===== config.mk =====
export PLATFORM = sky130hd
export DESIGN_NAME = brush_stamper
export DESIGN_NICKNAME = d
export VERILOG_FILES = /design/src/rtl/brush_stamper.sv
export SDC_FILE = /design/constraint.sdc
export NUM_CORES = 1
export LEC_CHECK = 0
export CORE_MARGIN = 1.5
export CORE_UTILIZATION = 52
export CTS_CLUSTER_DIAMETER = 120
export CTS_CLUSTER_SIZE = 12
export DETAILED_ROUTE_END_ITERATION = 8
export PLACE_DENSITY = 0.87
export SETUP_SLACK_MARGIN = 0.3
export SLEW_MARGIN = 0
export SYNTH_ARGS = -nofsm -noshare
export SYNTH_HDL_FRONTEND = slang
export SYNTH_SLANG_ARGS = --single-unit

===== constraint.sdc =====
create_clock -name clock -period 2.9 [get_ports clock]
set_input_delay 0.435 -clock clock [delete_from_list [all_inputs] [get_ports clock]]
set_output_delay 0.435 -clock clock [all_outputs]
set_load 0.005 [all_outputs]

===== src/rtl/brush_stamper.sv =====
// Stamps a 13-point diamond brush around a captured cursor: first pixel one cycle after start, 13 cycles with pix_ready=1, then a 1-cycle done.
// pix_valid/px/py hold while pix_ready=0; BRUSH_CLIP_EN skips off-screen points in one cycle each without waiting on pix_ready.
module brush_stamper #(
  parameter int SCREEN_W = 640,
  parameter int SCREEN_H = 480
) (
  input  logic               clock,
  input  logic               clear,
  input  logic               start,
  input  logic signed [15:0] cx,
  input  logic signed [15:0] cy,
  output logic signed [15:0] px,
  output logic signed [15:0] py,
  output logic               pix_valid,
  input  logic               pix_ready,
  output logic               busy,
  output logic               done
);

  typedef enum logic [1:0] {IDLE, EMIT, DONE} state_t;

  state_t             state, state_nx;
  logic [3:0]         idx;
  logic signed [15:0] cx_reg, cy_reg;
  logic signed [15:0] dx, dy;
  logic signed [15:0] sum_x, sum_y;
  logic               in_screen;
  logic               advance;
  logic               last;

  if (SCREEN_W < 1 || SCREEN_H < 1) begin : g_bad_size
    $error("brush_stamper: screen dimensions must be positive");
  end

  always_comb begin
    dx = 16'sd0;
    dy = 16'sd0;
    case (idx)
      4'd0:    begin dx =  16'sd0; dy = -16'sd2; end
      4'd1:    begin dx =  16'sd0; dy = -16'sd1; end
      4'd2:    begin dx =  16'sd0; dy =  16'sd0; end
      4'd3:    begin dx =  16'sd0; dy =  16'sd1; end
      4'd4:    begin dx =  16'sd0; dy =  16'sd2; end
      4'd5:    begin dx =  16'sd1; dy = -16'sd1; end
      4'd6:    begin dx =  16'sd1; dy =  16'sd0; end
      4'd7:    begin dx =  16'sd1; dy =  16'sd1; end
      4'd8:    begin dx = -16'sd1; dy = -16'sd1; end
      4'd9:    begin dx = -16'sd1; dy =  16'sd0; end
      4'd10:   begin dx = -16'sd1; dy =  16'sd1; end
      4'd11:   begin dx =  16'sd2; dy =  16'sd0; end
      4'd12:   begin dx = -16'sd2; dy =  16'sd0; end
      default: begin dx =  16'sd0; dy =  16'sd0; end
    endcase
  end

  // 16-bit wrap-around is intentional: no saturation at the coordinate limits.
  assign sum_x = cx_reg + dx;
  assign sum_y = cy_reg + dy;

  always_comb begin
    in_screen = 1'b1;
`ifdef BRUSH_CLIP_EN
    in_screen = (int'(sum_x) >= 0) && (int'(sum_x) < SCREEN_W) &&
                (int'(sum_y) >= 0) && (int'(sum_y) < SCREEN_H);
`endif
  end

  assign last    = (idx == 4'd12);
  assign advance = (state == EMIT) && (pix_ready || !in_screen);

  always_ff @(posedge clock) begin
    if (clear) state <= IDLE;
    else       state <= state_nx;
  end

  always_comb begin
    state_nx = state;
    case (state)
      IDLE:    if (start) state_nx = EMIT;
      EMIT:    if (advance && last) state_nx = DONE;
      DONE:    state_nx = IDLE;
      default: state_nx = IDLE;
    endcase
  end

  always_ff @(posedge clock) begin
    if (clear) begin
      idx    <= 4'd0;
      cx_reg <= 16'sd0;
      cy_reg <= 16'sd0;
    end else if (state == IDLE && start) begin
      idx    <= 4'd0;
      cx_reg <= cx;
      cy_reg <= cy;
    end else if (advance) begin
      idx <= last ? 4'd0 : idx + 4'd1;
    end
  end

  always_comb begin
    pix_valid = (state == EMIT) && in_screen;
    busy      = (state != IDLE);
    done      = (state == DONE);
    px        = (state == EMIT) ? sum_x : 16'sd0;
    py        = (state == EMIT) ? sum_y : 16'sd0;
  end

endmodule


After elaboration in Yosys (flattened, before gate mapping)

Memories as Yosys holds them, arrays and structs flattened. A register that Yosys moved wholly into a read port is not among the register bits.
Index checks and enable logic that the tools add are counted.

$add $sub $neg: 3
Equal/unequal tests: 5
Muxes and demuxes: 8
Reductions and logical operators: 7

Operator list:

| kind                                                  | number |
|---|---|
| adder 16 bit                                          | 2 |
| two-way mux 16 bit                                    | 2 |
| two-way mux 4 bit                                     | 3 |
| adder 4 x 1 -> 4 bit, second input constant           | 1 |
| == test 4 bit, second input constant                  | 1 |
| two-way mux 2 bit                                     | 2 |
| one-hot mux 2 bit (2 select lines)                    | 1 |
| logical AND 1 bit                                     | 3 |
| == test 2 x 1 -> 1 bit, second input constant         | 1 |
| == test 2 bit, second input constant                  | 1 |
| zero test 2 bit                                       | 1 |
| inequality test 2 x 1 -> 1 bit, second input constant | 1 |
| inequality test 2 bit, second input constant          | 1 |
| AND reduction 2 bit                                   | 1 |
| nonzero test 2 bit                                    | 1 |
| OR reduction 2 bit                                    | 1 |

Register bits after elaboration: 38
Bits in read-only memories: 512
Memories kept: 1

Memory list:

| memory          | words | bits a word | read ports | clocked after memory_dff | write ports | line | text |
|---|---|---|---|---|---|---|---|
| (no name shown) | 16    | 32          | 1          | 1                        | 0           | 38   | `case (idx)` |

Longest topological paths before layout

Depth in word-level cells: 5
Gate-level depth with buffers: 9
Mapped depth without buffers: 9

Least setup slack after synthesis

OpenSTA, ideal clock, no wires.

Path kind: register to output
Start point: register, netlist name dx[15]
End point: output port px[12]
Arrival: 1.979 ns
Required time: 2.465 ns
Setup slack: 0.486 ns
Stages on the path, launching flop included: 8
Buffers on the path: 0
Path through: dfxtp_1 ha_1 nor2b_1 o31a_1 o2111ai_1 a21o_1 a21oi_1 nor3b_1

RTL lines:

| item      | line | text |
|---|---|---|
| to (decl) | 12   | `output logic signed [15:0] px,` |

Worst setup path in the final report

Start point: register cy_reg[0]
End point: output port py[14]

Word-level cells in the longest chain between the ends: 2

RTL lines:

| item                   | line | text |
|---|---|---|
| from (decl)            | 24   | `logic signed [15:0] cx_reg, cy_reg;` |
| from (signal assigned) | 94   | `cy_reg <= cy;` |
| adder 16 bit           | 58   | `assign sum_y = cy_reg + dy;` |
| two-way mux 16 bit     | 105  | `py = (state == EMIT) ? sum_y : 16'sd0;` |
| to (decl)              | 13   | `output logic signed [15:0] py,` |

Every way passes these cells.

==> flow_summary.yaml <==
worst_setup_path:
  reg2reg_to: "dx[1]"
  r2r-start: "state[1]"
  cp-endpoint: "py[14]"
  cp_max_fo: 2
  max_stage_delay_ns: 0.47
  crit_path_top_delay_cell: "a311oi_2"
  cp_cell_sequence: "ha_4, inv_2, fa_2, and2b_2, o2111ai_4, nand3_2, buf_6, a311oi_2, o31ai_2, mux2i_1, buf_2"
  start_kind: "flip-flop"
  rrSetupSlack_ns: 0.77
  required_ns: 2.47
  startpoint: "cy_reg[0]"
  arrival_ns: 2.76
  critPathCaptureType: "primary output"
  rr_worst_depth: 7
  crit_type: "flip-flop to primary output"
placed_design:
  dp_cells: 584
  hpwlAfterDp_mm: 6.31
  gp_congestion: 0.913
  portBuffers: 70
detailed_routing:
  via_per_inst: 6.97
  detail-route-antenna-nets: 0
  drt_iter0_drc: 641
  dr_total_vias: 4354
  firstDrtPassIters: 6
  wl_per_cell_microns: 25.5
  route.detailed.drc: 0
  wl_mm: 16.0
logic_synthesis:
  syn_area_per_cell_sq_um: 7.54
  synth_cells: 432
  yosys-top-cells-count: "nand2_1, a21oi_1, dfxtp_1"
  synth.most_common_cell: "nand2_1"
  async_flop_share_pct: 0
  yosys_warnings: 0
  synthFlopType: "dfxtp_1"
  ys_types: 58
  ys_seq_area_share_pct: 27.0
  synth_area_leaders: "dfxtp_1, ha_1, nand2_1, a21oi_1, nor2_1"
  synth_fp_nets: 502
  synth_edf_count: 0
  netlist_area_sq_mm: 0.00326
  yosys.area.top_type: "dfxtp_1"
  synth.top_cell.area_share_pct: 27.0
  synth_seq_cells: 44
timing:
  slew_viol_final: 0
  setup_viol: 9
  post-route-min-period_ns: 3.19
  setup_slack_ns: -0.291
  relSlewSlack_pct: 60.9
  rsz0062_at_grt: "yes"
  hold_viol_final: 0
  fin_skew_ns: 0.00484
  tightest_slew_ns: 0.585
  holdWs_ns: 0.472
  max_freq_mhz: 313
  min_period_over_period_pct: 110
  tns_ns: -0.890
cells_and_area:
  area_growth_pct: 61.9
  drive_above_1_share_pct: 36.9
  fillers: 240
  antenna_cells: 0
  stdcell_count: 625
  fin_nets: 619
  post-route-util_pct: 88.1
outcome:
  status: "finished, violations left"
  violations: "setup timing"
global_route:
  grt_usage_pct: 37.6
  antenna_found_initial: 0
  grt_first_pass_wirelength_mm: 19.1
  grt-ovfl-total: 0
  grt_start_max_net_pins: 36
  grt_pass1_vias: 3977
cts:
  clockRootBuffer: "clkbuf_8"
  clock_latency_ns: 0.31
  cts_sinks: 44
  cts_tree: "yes"
  ctsHoldBuffers: 0
  cts_buffers: 5
  clkSlewWorstSetupHoldPaths_ns: 0.09
  cts_buffer_depth: 2
  cts-htree-levels: 2
worst_hold_path:
  hold_path_class: "flip-flop to flip-flop"
power:
  powerDensity_mw_per_mm2: 363
  clockPowerShare_pct: 21.9
  swShare_pct: 38.3
  p_int_w: 0.00118
  seqPwrFrac_pct: 34.9
  power_switching_w: 0.000733
  comb_power_share_pct: 43.2
  power.leakage_nw: 2.16
  vdd_drop_max_mv: 0.290
floorplan:
  io_pins: 71
  die_w_microns: 82.2
  die_h_microns: 82.2
  die_area_sq_mm: 0.00675
  coreArea_sq_mm: 0.00599
  start_util_pct: 54.4
  rows: 28
job:
  maxCapViolCount: 0
-- cell families after synthesis --
family                   after synthesis  share of synthesized area [%]
AO/OA/AOI/OAI                        112                           20.5
XOR/XNOR                              18                           5.30
adder cells (fa/ha/maj)               35                           13.9
buffers and inverters                 35                           4.76
flip-flops                            44                           27.0
multiplexers                           7                           2.26
AND/OR/NAND/NOR                      181                           26.3
-- metal layers --
layer,GRT usage (%),share of wire (%),vias to the layer above
met5,0,0,-
met2,65.4,45,445
met1,42.2,34,2015
li1,-,-,1737
met3,6.70,12,157
met4,23.6,9.1,0
-- worst max-delay path: cells and delay by family (launching register included) --
kind                       cells  cell delay [ns]
AOI/OAI and AO/OA              3             0.80
adders and majority gates      2             0.35
buffers and inverters          3             0.35
DFF                            1             0.35
muxes                          1             0.20
and+or+nand+nor                2             0.40
-- power by group through the flow --
| stage | clock (W) | combinational [W] | sequential (W) |
|---|---|---|---|
| after detailed placement | 0 | 0.000537 | 0.000668 |
| after global placement | 0 | 0.000521 | 0.000666 |
| after floorplan | 0 | 0.000322 | 0.000664 |
| final | 0.000419 | 0.000826 | 0.000668 |
| after CTS | 0.000412 | 0.000625 | 0.000662 |
| after global routing | 0.000437 | 0.000859 | 0.000670 |
-- how the worst min path moves through the flow --
stage | start | to | slack, ns | cells past startpoint
final | state[1] | state[1] | 0.47 | 1
after global routing | state[1] | state[1] | 0.49 | 1
after CTS | state[1] | state[1] | 0.46 | 1
after detailed placement | state[1] | state[1] | 0.45 | 1
after global placement | state[1] | state[1] | 0.45 | 1
after floorplan | state[1] | state[1] | 0.43 | 1
-- cells in the final DEF (no fill, tap or decap), drive strengths merged, types with 3 or more instances in the layout --
cell type       n
xnor2           9
clkdlybuf4s50  44
inv            19
nor2           36
and2            4
dlymetal6s2s    5
ha             32
or2             3
nand2          90
buf            73
xor2            9
a21o           11
nand3           8
o211ai          3
nor3b           4
dfxtp          44
o21ai          15
clkbuf          6
mux2i           7
clkinvlp        3
o21a            3
nand2b          8
a21oi          60
nor3           13
a31oi           4
nor2b           6
-- per-stage QoR --
stage	cell area, sq um	power, W	setup slack (ns)
6_report	5280	0.00191	-0.291
5_1_grt	5280	0.00197	-0.372
4_1_cts	4890	0.00170	-0.108
3_5_place_dp	4150	0.00120	-0.115
3_3_place_gp	4150	0.00119	-0.0419
2_1_floorplan	3260	0.000986	0.486
-- repair_timing --
action,in CTS,in global routing
pin swaps,54,37
resized for setup,179,68
endpoints found under the hold margin,0,0
setup endpoints to repair,25,26
setup buffers,17,16
-- cell type report --
cell class	count	area (sq um)	area share, %
clock inverters	3	23.8	0.451
repair buffers	125	1120	21.2
multi-input cells	353	2980	56.6
inverters	20	86.3	1.64
well taps	75	93.8	1.78
flip-flops and latches	44	898	17.0
clock buffers	5	68.8	1.30
Power figures use the tool's default switching activity.
